--- src/rtl/i_alu_seq_ctrl.sv ---
// Multi-cycle sequencer for the I-type ALU (addi, addiu, andi, ori, slti).
// Takes one instruction per handshake: read rs, run the ALU, write the result back to rt.
module i_alu_seq_ctrl #(
  parameter int DATA_W = 32,
  parameter int REG_AW = 5,
  parameter int CNT_W  = 16
) (
  input  logic              clk,
  input  logic              rst_n,
  input  logic              inst_valid,
  output logic              inst_ready,
  input  logic [31:0]       inst,
  input  logic              flush,
  output logic [REG_AW-1:0] rf_raddr,
  input  logic [DATA_W-1:0] rf_rdata,
  output logic [31:0]       alu_inst,
  output logic [DATA_W-1:0] alu_a,
  output logic [15:0]       alu_imm,
  input  logic [DATA_W-1:0] alu_result,
  output logic              rf_we,
  output logic [REG_AW-1:0] rf_waddr,
  output logic [DATA_W-1:0] rf_wdata,
  output logic              done,
  output logic              illegal,
  output logic [CNT_W-1:0]  retired_cnt
);

  typedef enum logic [2:0] {
    IDLE = 3'd0,
    READ = 3'd1,
    CAPT = 3'd2,
    EXEC = 3'd3,
    WB   = 3'd4
  } state_t;

  state_t              state;
  state_t              state_nxt;
  logic [31:0]         inst_reg;
  logic [DATA_W-1:0]   op_a;
  logic [DATA_W-1:0]   res_reg;
  logic [CNT_W-1:0]    cnt;
  logic                illegal_q;
  logic                xfer;
  logic                legal_op;
  logic                retire;

  function automatic logic is_i_type(input logic [5:0] op);
    return (op >= 6'd8) && (op <= 6'd12);
  endfunction

  // A flush in IDLE blocks the handshake outright rather than accepting and dropping.
  assign inst_ready = (state == IDLE) && !flush;
  assign xfer       = inst_valid && inst_ready;
  assign legal_op   = is_i_type(inst[31:26]);

  always_comb begin
    state_nxt = state;
    retire    = 1'b0;
    case (state)
      IDLE: if (xfer && legal_op) state_nxt = READ;
      READ: state_nxt = CAPT;
      CAPT: state_nxt = EXEC;
      EXEC: state_nxt = WB;
      WB: begin
        state_nxt = IDLE;
        retire    = !flush;
      end
      default: state_nxt = IDLE;
    endcase
    if (flush && (state != IDLE)) state_nxt = IDLE;
  end

  // Stage boundary: instruction latch, operand capture, result capture, retire count.
  always_ff @(posedge clk or negedge rst_n) begin
    if (!rst_n) begin
      state     <= IDLE;
      inst_reg  <= '0;
      op_a      <= '0;
      res_reg   <= '0;
      cnt       <= '0;
      illegal_q <= 1'b0;
    end else begin
      state     <= state_nxt;
      illegal_q <= xfer && !legal_op;
      if (state == IDLE && xfer && legal_op) inst_reg <= inst;
      if (state == CAPT) op_a <= rf_rdata;
      if (state == EXEC) res_reg <= alu_result;
      if (retire) cnt <= cnt + 1'b1;
    end
  end

  // r0 is hard-wired: the write is dropped but the instruction still retires.
  assign rf_we       = retire && (inst_reg[20:16] != 5'd0);
  assign done        = retire;
  assign illegal     = illegal_q;
  assign retired_cnt = cnt;
  assign rf_raddr    = REG_AW'(inst_reg[25:21]);
  assign rf_waddr    = REG_AW'(inst_reg[20:16]);
  assign rf_wdata    = res_reg;
  assign alu_inst    = inst_reg;
  assign alu_a       = op_a;
  assign alu_imm     = inst_reg[15:0];

endmodule

--- config.mk ---
export PLATFORM = sky130hd
export DESIGN_NAME = i_alu_seq_ctrl
export DESIGN_NICKNAME = d
export VERILOG_FILES = /design/src/rtl/i_alu_seq_ctrl.sv
export SDC_FILE = /design/constraint.sdc
export NUM_CORES = 1
export LEC_CHECK = 0
export CORE_UTILIZATION = 50
export CTS_CLUSTER_DIAMETER = 80
export DETAILED_ROUTE_END_ITERATION = 12
export DONT_BUFFER_PORTS = 1
export PLACE_DENSITY = 0.74
export SLEW_MARGIN = 20
export SYNTH_ARGS = -nofsm -noshare
export SYNTH_HDL_FRONTEND = slang
export SYNTH_SLANG_ARGS = --single-unit
export TNS_END_PERCENT = 30
--- constraint.sdc ---
create_clock -name clk -period 2.85 [get_ports clk]
set_input_delay 0.57 -clock clk [delete_from_list [all_inputs] [get_ports clk]]
set_output_delay 0.57 -clock clk [all_outputs]
set_load 0.03 [all_outputs]
After elaboration in Yosys (flattened, before gate mapping)
Cells that the tools add are included.

storage, ports and cells
  register bits = 116

operators by class
  reduce and logical (&&, ||, !) cells = 14
  order comparisons = 2
  add/subtract/negate cells = 1
  mux-type cells = 4
  equality and inequality tests = 5

operators by type and width
  kind                     number
  $add A16 B1 Y16 const B  1
  $pmux W3 S4              1
  $logic_and A1 B1 Y1      9
  $eq A3 B2 Y1 const B     2
  $ge A6 B4 Y1 const B     1
  $le A6 B4 Y1 const B     1
  $mux W3                  2
  $reduce_bool A5 Y1       1
  $eq A3 B1 Y1 const B     1
  $eq A3 B3 Y1 const B     1
  $logic_not A3 Y1         1
  $ne A3 B1 Y1 const B     1
  $reduce_bool A3 Y1       1
  $logic_not A1 Y1         2
  $mux W1                  1

Depth between registers and ports, before layout
Gate-level depths: netlist of run 1.

  depth in word-level cells = 7
  depth in mapped cells = 6
  mapped depth without buffers = 4

Least setup slack after synthesis of run 1
OpenSTA, ideal clock, no wires.

  kind = register to register
  start point = reg state[0]
  end point = reg inst_reg[10], in the netlist alu_inst[10]
  cell stages (with the launch flop) = 7
  path buffers = 3
  period minus slack after synthesis = 2.702 ns
  arrival = 2.577 ns
  slack = 0.148 ns
  cell sequence = dfrtp_1 buf_6 nor4_1 and3_1 clkbuf_1 buf_4 mux2_2

between the ends
  cells in the longest elaborated chain, start to end = 5

ends and longest elaborated chain
  what                               RTL line  text
  from (decl)                        36        state_t state;
  from (signal assigned)             83        state <= state_nxt;
  $logic_not A3 Y1                   52        assign inst_ready = (state == IDLE) && !flush;
  $logic_and A1 B1 Y1                52
  net inst_ready                     11        output logic inst_ready,
  $logic_and A1 B1 Y1                53        assign xfer = inst_valid && inst_ready;
  $logic_and A1 B1 Y1 (2 in series)  85        if (state == IDLE && xfer && legal_op) inst_reg <= inst;
  to (signal assigned)               85
  to (decl)                          38        logic [31:0] inst_reg;

The timed path passes the listed nets, and every way through them passes these cells.
A chain may end at the register's enable or synchronous reset.

Worst setup path after layout of run 1
  start point = reg state[0]
  end point = out rf_we

between the ends
  cells in the longest elaborated chain, start to end = 3

ends and longest elaborated chain
  what                 RTL line  text
  $eq A3 B3 Y1         59        case (state)
  $mux W1              59
  $logic_and A1 B1 Y1  93        assign rf_we = retire && (inst_reg[20:16] != 5'd0);
  to (decl)            20        output logic rf_we,

Every way passes these cells.

==> impl_results.md, run 1 <==
* Peak VDD IR at 0.603 mV
* PortBufs at 0
* Synth top area cells: dfrtp_1 63%, mux2_2 22%, buf_4 4.7%, xnor2_1 2.8%, nand3_1 0.75%
* Crit path buf inv count at 1
* Area Growth Syn to Fin at 11.5%
* RSZ-0062 raised after global routing: no
* Initial DRT Pass Iterations at 11
* Finish-stage setup viols at 0
* Slew Viols, Final at 0
* Synthesized area at around 0.0046 mm2
* GRT Total Usage at 0.186
* Crit path required time at between 2000 and 2500 ps
* Clk network pwr share at 0.368
* Reg area at 0.00290 mm2
* Tcrit/Tclk final at 0.875
* Hold Slack at -225 ps
* Power share of the combinational group at 0.067
* Psw at between 0.002 and 0.0025 W
* Failing checks: design-rule violations, negative hold slack
* Die area at 0.00968 mm2
* R2R Path Start: state[0]$_DFFE_PN0P_
* Mapped Cells at 312
* Core Box Area at 0.00885 mm2
* Largest fanout on the critical path at 7
* CP endpoint kind: primary output
* Io pins at 242
* Worst Path Class, Setup: reg -> out
* Final Util at 0.585
* Layout Nets at 399
* CTS root buf: clkbuf_8
* Startpoint Class: flop
* Library cells used by synthesis at 28
* Post-route ant nets at 0
* Post_cts resized at 0
* CTS buffer count at 17
* Leakage power at 2.31 nW
* Vias in the first global route at around 2600
* Crit path cell chain: or4b_4 -> a21oi_1 -> buf_4
* Filler Cells Inserted at 716
* Max Freq at 401 MHz
* DRT iter0 DRCs at 78
* Crit path DAT at 1920 ps
* CTS tree: built
* Net Sw Frac at 0.368
* Sequential area share after synthesis at 0.625
* First-pass GRT wire length at between 10 and 15 mm
* Total gr overflow at 0
* Initial antenna violation count at 0
* RR Endpoint: retired_cnt[11]$_DFFE_PN0P_
* CP delay by family, top: simple AND/OR/NAND/NOR gates
* Max Cap Violations at 0
* DR WL/cell at 20.9 um
* YS warnings at 0
* Hold Path Class: in -> async
* Top-area cell type share of the netlist area at 0.625
* Starting Density at 0.525
* Clock Skews at 9.75 ps
* Syn nets at 413
* Slew margin rel. at 0.588
* Avg Cell Area, Syn at 14.9 um2
* Worst-Skew Late Latency at just under 500 ps
* Area leader, netlist: dfrtp_1
* Share of cells above drive strength 1 at 0.434
* DR vias/cell at between 5 and 6
* Final GP Congestion at around 0.88
* Worst Max-Slew Pin Slew at roughly 600 ps
* Die width at 98.4 um
* Sequential group share of total power at 0.565
* Final hold vios at 116
* Pin count of the biggest net entering global routing at about 120
* DR vias at 2382
* Clock transition at path regs at approximately 60 ps
* Detail Placement HPWL at 6.05 mm
* Pwr dens at ~1100 mW/mm2
* # clock sinks at approximately 120
* Remaining DRCs at 16
* R2r setup slk at approximately 870 ps
* Outcome: finished, violations left
* Shortest period the worst path allows at 2490 ps
* Slowest cell on the critical path: or4b_4
* Number of synthesized register bits at ~120
* R2R depth at 4
* Total wire length at 8.76 mm
* Htree depth at 4
* Setup TNS at 0 ps
* Antenna cells at 0
* Crit path largest cell delay at about 630 ps
* Area used by multi-input combinational logic at approximately 0.0015 mm2
* Clock Path Buffers at 2
* Row cnt at 34
* Post-CTS setup buffers at 0
* Die height at 98.4 um
* Int Pwr at around 0.0037 W
per-stage QoR:
step,cells,power (W),cell area (um2),setup slack [ps]
after floorplan,312,0.00370,4640,148
after global placement,387,0.00371,4570,786
after detailed placement,387,0.00374,4570,713
after CTS,419,0.00591,5180,331
after global routing,419,0.00606,5180,248
final,419,0.00584,5180,357
routing by layer:
metal,share of wire,vias up,track usage
met3,0.12,9,0.114
met2,0.51,153,0.314
li1,-,1022,-
met1,0.36,1198,0.187
met5,0,-,0
met4,0.010,0,0.0700
sequential cells by signal (all words and copies together) (netlist names):
signal       flops
retired_cnt     16
alu_inst        32
alu_a           32
illegal          1
rf_wdata        32
state            3
final cells by class:
type	count	area share
clock buffer	19	0.0853
multi-input combinational	156	0.286
clock inverter	13	0.0331
inverter	1	0.000725
sequential	116	0.561
tap	108	0.0261
timing repair buffer	6	0.00870
power by group through the flow:
stage                     clock (W)  sequential, W  combinational (W)
after global placement            0        0.00333           0.000376
final                       0.00215        0.00330           0.000394
after CTS                   0.00220        0.00331           0.000402
after global routing        0.00227        0.00335           0.000435
after floorplan                   0        0.00304           0.000667
after detailed placement          0        0.00333           0.000407
logic make-up after synthesis:
logic type / share of synthesized area
buffers and inverters: 0.0590
DFF: 0.625
muxes: 0.225
xor gates and xnor gates: 0.0302
and+or+nand+nor: 0.0544
adders and majority gates: 0.00269
AOI/OAI and AO/OA: 0.00323
synth_stat cells:
cell type,count
buf_4,29
ha_1,1
nor3b_1,1
and3_1,4
o21ai_0,1
or4b_4,1
nand2_1,9
xor2_1,1
mux2_1,1
a21oi_1,2
nor4b_1,1
inv_1,1
nand3_1,7
nor2b_1,2
or2_2,1
clkbuf_1,8
nor4_4,1
dfrtp_1,116
mux2_2,92
nor2_1,5
nand4_1,4
and4_1,1
buf_6,2
and2_1,1
xnor2_1,15
nor4_1,2
nor3_1,2
nand3b_1,1
placed cells by master, fill, tap and decap left out:
| cell | instances |
|---|---|
| nor3b_2 | 1 |
| o21ai_0 | 1 |
| inv_6 | 4 |
| nand4_1 | 4 |
| nor2_1 | 5 |
| clkbuf_8 | 3 |
| and2_1 | 1 |
| mux2_2 | 92 |
| xnor2_1 | 15 |
| dfrtp_1 | 116 |
| xor2_1 | 1 |
| nor3_1 | 2 |
| nor4b_1 | 1 |
| a21oi_1 | 2 |
| nand3b_1 | 1 |
| nor4_1 | 1 |
| mux2_1 | 1 |
| clkbuf_16 | 16 |
| nor4_4 | 1 |
| nor2b_1 | 2 |
| bufinv_16 | 3 |
| clkinv_4 | 1 |
| and3_1 | 4 |
| or4b_4 | 1 |
| and4_1 | 1 |
| nand2_1 | 9 |
| or2_2 | 1 |
| buf_4 | 6 |
| ha_1 | 1 |
| inv_1 | 1 |
| nand3_1 | 7 |
| nor4_2 | 1 |
| clkinvlp_4 | 5 |
worst max path at each step:
stage | endpoint | start | cells past startpoint
floorplan | alu_inst[10]$_DFFE_PN0P_ | state[0]$_DFFE_PN0P_ | 6
global placement | alu_inst[23]$_DFFE_PN0P_ | inst[26] | 5
detailed placement | alu_inst[5]$_DFFE_PN0P_ | inst[26] | 5
CTS | rf_we | state[0]$_DFFE_PN0P_ | 3
global route | rf_we | state[0]$_DFFE_PN0P_ | 3
finish | rf_we | state[0]$_DFFE_PN0P_ | 3
No activity file was read; power rests on OpenSTA's default activity.
==> run 2: changes to the inputs <==
==> constraint.sdc (replaced) <==
create_clock -name clk -period 2.85 [get_ports clk]
set_input_delay 0.57 -clock clk [delete_from_list [all_inputs] [get_ports clk]]
set_output_delay 0.57 -clock clk [all_outputs]
set_load 0.005 [all_outputs]
==> run 2 against run 1 <==
Compared with the run above: the run still ends with design-rule violations, negative hold slack left; critical path depth down 1; routed wire length grew 0.45%; clock skew up 5.7 ps; sequential share of layout area up 0.56 points; largest cell class unchanged; total power is 18% lower; clock power down 7%; die area stayed put; cell count is 0.48% lower; clock-buffer cell count is 3 higher; global-route usage is 0.19 points higher; first-iteration DRC count shrank 36%; largest power group unchanged; non-clock buffer count is 1 lower; highest routed layer unchanged.
==> impl_results.md, run 2 (synthesis results as in run 1) <==
* Crit path DAT at 1790 ps
* Area Growth Syn to Fin at 10.4%
* Initial antenna violation count at 0
* Most frequent cells in the layout: 116 x dfrtp_1, 92 x mux2_2, 16 x clkbuf_16
* PortBufs at 0
* Post-route ant nets at 0
* Remaining DRCs at 18
* Shortest period the worst path allows at 2360 ps
* Share of cells above drive strength 1 at 0.424
* Top layer in use: met4
* Slew margin rel. at 0.725
* Total wire length at between 8 and 9 mm
* RSZ-0062 raised after global routing: no
* Hold Path Class: in -> async
* Htree depth at 4
* Met1 Routed Length at around 3 mm
* Startpoint Class: flop
* Post_cts resized at 0
* Layout Nets at 398
* CTS root buf: clkbuf_8
* Worst Path Class, Setup: reg -> out
* Most common cell after layout, fill and taps aside: dfrtp_1
* Filler Cells Inserted at 714
* CTS buffer count at 17
* Finish-stage setup viols at 0
* R2R Path Start: state[0]$_DFFE_PN0P_
* Failing checks: design-rule violations, negative hold slack
* Io pins at 242
* Detail Placement HPWL at 6.10 mm
* Met3 wire length at between 1 and 1.5 mm
* Core Box Area at just under 0.009 mm2
* GRT Total Usage at 0.188
* Antenna cells at 0
* DR vias at 2364
* Largest fanout on the critical path at 7
* Final GP Congestion at around 0.83
* Area used by multi-input combinational logic at 0.00147 mm2
* Die height at 98.4 um
* Row cnt at 34
* Pin count of the biggest net entering global routing at 117
* Met2 wire len at 4.50 mm
* Hold Slack at -237 ps
* Worst Max-Slew Pin Slew at 409 ps
* DR vias/cell at 5.67
* Clock transition at path regs at about 50 ps
* CTS tree: built
* Clock Path Buffers at 2
* Clock Skews at 15.5 ps
* First-pass GRT wire length at 13.6 mm
* Tcrit/Tclk final at 0.829
* Final worst slack at 488 ps
* Pwr dens at 936 mW/mm2
* Max Freq at 423 MHz
* CP endpoint kind: primary output
* Slew Viols, Final at 0
* Setup TNS at 0 ps
* Dpl ws at 730 ps
* Outcome: finished, violations left
* Vias in the first global route at 2612
* Starting Density at 0.525
* Final hold vios at 116
* Crit path required time at 2280 ps
* Die area at between 0.009 and 0.01 mm2
* Reg area at 0.00290 mm2
* DRT iter0 DRCs at 50
* Max Cap Violations at 0
* # clock sinks at about 120
* DR WL/cell at 21.1 um
* Leakage power at ~2.3 nW
* Peak VDD IR at roughly 0.46 mV
* Total gr overflow at 0
* Die width at between 90 and 100 um
* Worst-Skew Late Latency at 500 ps
* Initial DRT Pass Iterations at 8
* Worst Setup SP: state[0]$_DFFE_PN0P_
-- run 2: cell count changes in the layout (fill, tap and decap cells not counted), moves of 2 or more --
cell / before / now
clkinvlp_4: 5 / 3
clkinv_2: 0 / 4
clkbuf_8: 3 / 5
inv_6: 4 / 0
-- run 2: what timing repair did --
item / CTS / global route
endpoints found under the hold margin: 116 / 116
buffers inserted: 0 / 0
endpoints found under the setup margin: 0 / 0
-- run 2: per-stage QoR --
stage | hold WS, ps | std cells | power [W] | utilization | instance area (um2)
after floorplan | 274 | 312 | 0.00279 | - | 4640
after global placement | 277 | 386 | 0.00280 | 0.514 | 4550
after detailed placement | 277 | 386 | 0.00283 | 0.514 | 4550
after CTS | -255 | 417 | 0.00487 | 0.579 | 5130
after global routing | -268 | 417 | 0.00501 | 0.579 | 5130
final | -237 | 417 | 0.00480 | 0.579 | 5130
-- run 2: area by class of cell --
class                      instances  share of cell area
tap                              108              0.0264
clock inverter                     9              0.0200
clock buffer                      22              0.0922
sequential                       116               0.566
inverter                           1            0.000732
multi-input combinational        156               0.287
timing repair buffer               5             0.00732
-- run 2: where the power goes --
group	total, W	switching (W)	internal [W]
logic	0.000391	0.000106	0.000285
registers	0.00240	0.000361	0.00204
clock network	0.00201	0.000687	0.00132
total	0.00480	0.00115	0.00365
-- run 2: worst max-delay path: stages (launching register included) --
cell,delay (ps)
dfrtp_1,450
or4b_4,630
a21oi_1,230
-- run 2: path summary, 6_finish.rpt --
kind	slack (ps)	to	depth (start not counted)
worst max register to register	880	retired_cnt[11]$_DFFE_PN0P_	4
worst min register to register	490	alu_inst[29]$_DFFE_PN0P_	1
max in group asynchronous	2900	alu_a[24]$_DFFE_PN0N_	0
worst max-delay path	490	rf_we	2
worst min-delay path	-240	retired_cnt[12]$_DFFE_PN0P_	0
min in group clk	130	state[2]$_DFFE_PN0P_	1
-- run 2: metal layers --
| metal | global-route usage | vias up |
|---|---|---|
| li1 | - | 1027 |
| met5 | 0 | - |
| met2 | 0.316 | 159 |
| met4 | 0.0608 | 0 |
| met1 | 0.191 | 1170 |
| met3 | 0.120 | 8 |
==> run 3: changes to the inputs <==
- clock period: 2.85 -> 2.4 ns (I/O delays scaled with it)
==> run 3 against run 2 <==
Compared with the run above: die area unchanged; setup slack got worse by 380 ps; clock-buffer cell count is 4 lower; the flow still finishes with violations (design-rule violations, negative hold slack).
==> impl_results.md, run 3 (synthesis results as in run 1) <==
* Peak VDD IR at 0.612 mV
* Antenna cells at 0
* Max Freq at ~440 MHz
* Failing checks: design-rule violations, negative hold slack
* CTS root buf: clkbuf_8
* Final non-filler cell total at 417
* Worst-Skew Late Latency at approximately 490 ps
* First-pass GRT wire length at 13.8 mm
* Final hold vios at 116
* Crit path cell chain: or4b_4 -> a21oi_1
* Worst Path Class, Setup: reg -> out
* Most frequent cells in the layout: 116 x dfrtp_1, 92 x mux2_2, 16 x clkbuf_16
* Share of cells above drive strength 1 at 0.427
* CTS tree: built
* Starting Density at 0.525
* Startpoint Class: flop
* PortBufs at 0
* Final GP Congestion at approximately 0.81
* Initial DRT Pass Iterations at 11
* Clock Skews at 8.68 ps
* Slew Viols, Final at 0
* Core Box Area at 0.00885 mm2
* Clock Path Buffers at 2
* Largest fanout on the critical path at 7
* Row cnt at 34
* Filler Cells Inserted at 707
* Finish-stage setup viols at 0
* CP endpoint kind: primary output
* Htree depth at 4
* Crit path buf inv count at 0
* Initial antenna violation count at 0
* Final worst slack at 106 ps
* Clock transition at path regs at 60 ps
* Worst Max-Slew Pin Slew at between 400 and 500 ps
* Io pins at 242
* CP delay by family, top: simple AND/OR/NAND/NOR gates
* CTS buffer count at 17
* GRT Total Usage at 0.188
* Post-route ant nets at 0
* DR WL/cell at 21.0 um
* Area Growth Syn to Fin at 11.2%
* Most common cell after layout, fill and taps aside: dfrtp_1
* Crit path largest cell delay at 630 ps
* Die width at ~98 um
* Die area at between 0.009 and 0.01 mm2
* Tcrit/Tclk final at 0.956
* Pwr dens at around 1100 mW/mm2
* Pin count of the biggest net entering global routing at ~120
* Hold Slack at -315 ps
* Shortest period the worst path allows at approximately 2300 ps
* Crit path DAT at 1810 ps
* Detail Placement HPWL at about 6 mm
* Vias in the first global route at 2671
* DRT iter0 DRCs at 77
* Total wire length at 8.78 mm
* Hold Path Class: in -> async
* Remaining DRCs at 17
* Slew margin rel. at 0.727
* DR vias/cell at around 5.7
* Leakage power at 2.31 nW
* Crit path required time at 1920 ps
* Post_cts resized at 0
* Post-CTS setup buffers at 0
* Setup TNS at 0 ps
* Outcome: finished, violations left
* Slowest cell on the critical path: or4b_4
* Layout Nets at slightly below 400
* # placed instances at 386
* RSZ-0062 raised after global routing: no
* DR vias at 2361
* Die height at 98.4 um
* Total gr overflow at 0
* Max Cap Violations at 0
* Dpl ws at 379 ps
* # clock sinks at about 120
## run 3: power breakdown
group,switching [W],internal (W)
Clock,0.000859,0.00171
Combinational,0.000132,0.000339
Sequential,0.000425,0.00242
Total,0.00142,0.00446
## run 3: through the flow
step | util | hold slack [ps] | instance area, um2 | power [W]
detailed placement | 0.514 | 187 | 4550 | 0.00336
CTS | 0.583 | -345 | 5160 | 0.00596
floorplan | - | 184 | 4640 | 0.00331
finish | 0.583 | -315 | 5160 | 0.00588
global placement | 0.514 | 187 | 4550 | 0.00332
global route | 0.583 | -358 | 5160 | 0.00616
## run 3: worst reg2reg max path: stages, from the launching register on
cell and delay (ps):
dfrtp_1 450, or4b_4 630, nor4_4 470, nand4_1 180, xnor2_1 150
## run 3: final cells by class
cell class | instances | area, um2 | share of cell area
clock inverters | 13 | 183 | 0.0354
well taps | 108 | 135 | 0.0262
inverters | 1 | 3.75 | 0.000727
flip-flops and latches | 116 | 2900 | 0.562
multi-input cells | 156 | 1470 | 0.285
repair buffers | 5 | 37.5 | 0.00727
clock buffers | 18 | 428 | 0.0829
## run 3: worst paths after layout
| path | startpoint | to | slack [ps] | cells after the start |
|---|---|---|---|---|
| max in group asynchronous | rst_n | rf_wdata[14]$_DFFE_PN0N_ | 2580 | 0 |
| min in group clk | flush | state[2]$_DFFE_PN0P_ | 60 | 1 |
| worst min register to register | alu_inst[29]$_DFFE_PN0P_ | alu_inst[29]$_DFFE_PN0P_ | 490 | 1 |
| worst max register to register | state[0]$_DFFE_PN0P_ | retired_cnt[11]$_DFFE_PN0P_ | 410 | 4 |
| worst min-delay path | rst_n | retired_cnt[12]$_DFFE_PN0P_ | -310 | 0 |
| worst max-delay path | state[0]$_DFFE_PN0P_ | rf_we | 110 | 2 |
## run 3: routing by layer
layer  track usage  vias up  routed length [um]
li1              -     1028                   -
met1         0.194     1166                3110
met2         0.319      163                4500
met3         0.110        4                1120
met4        0.0643        0                  48
met5             0        -                   0
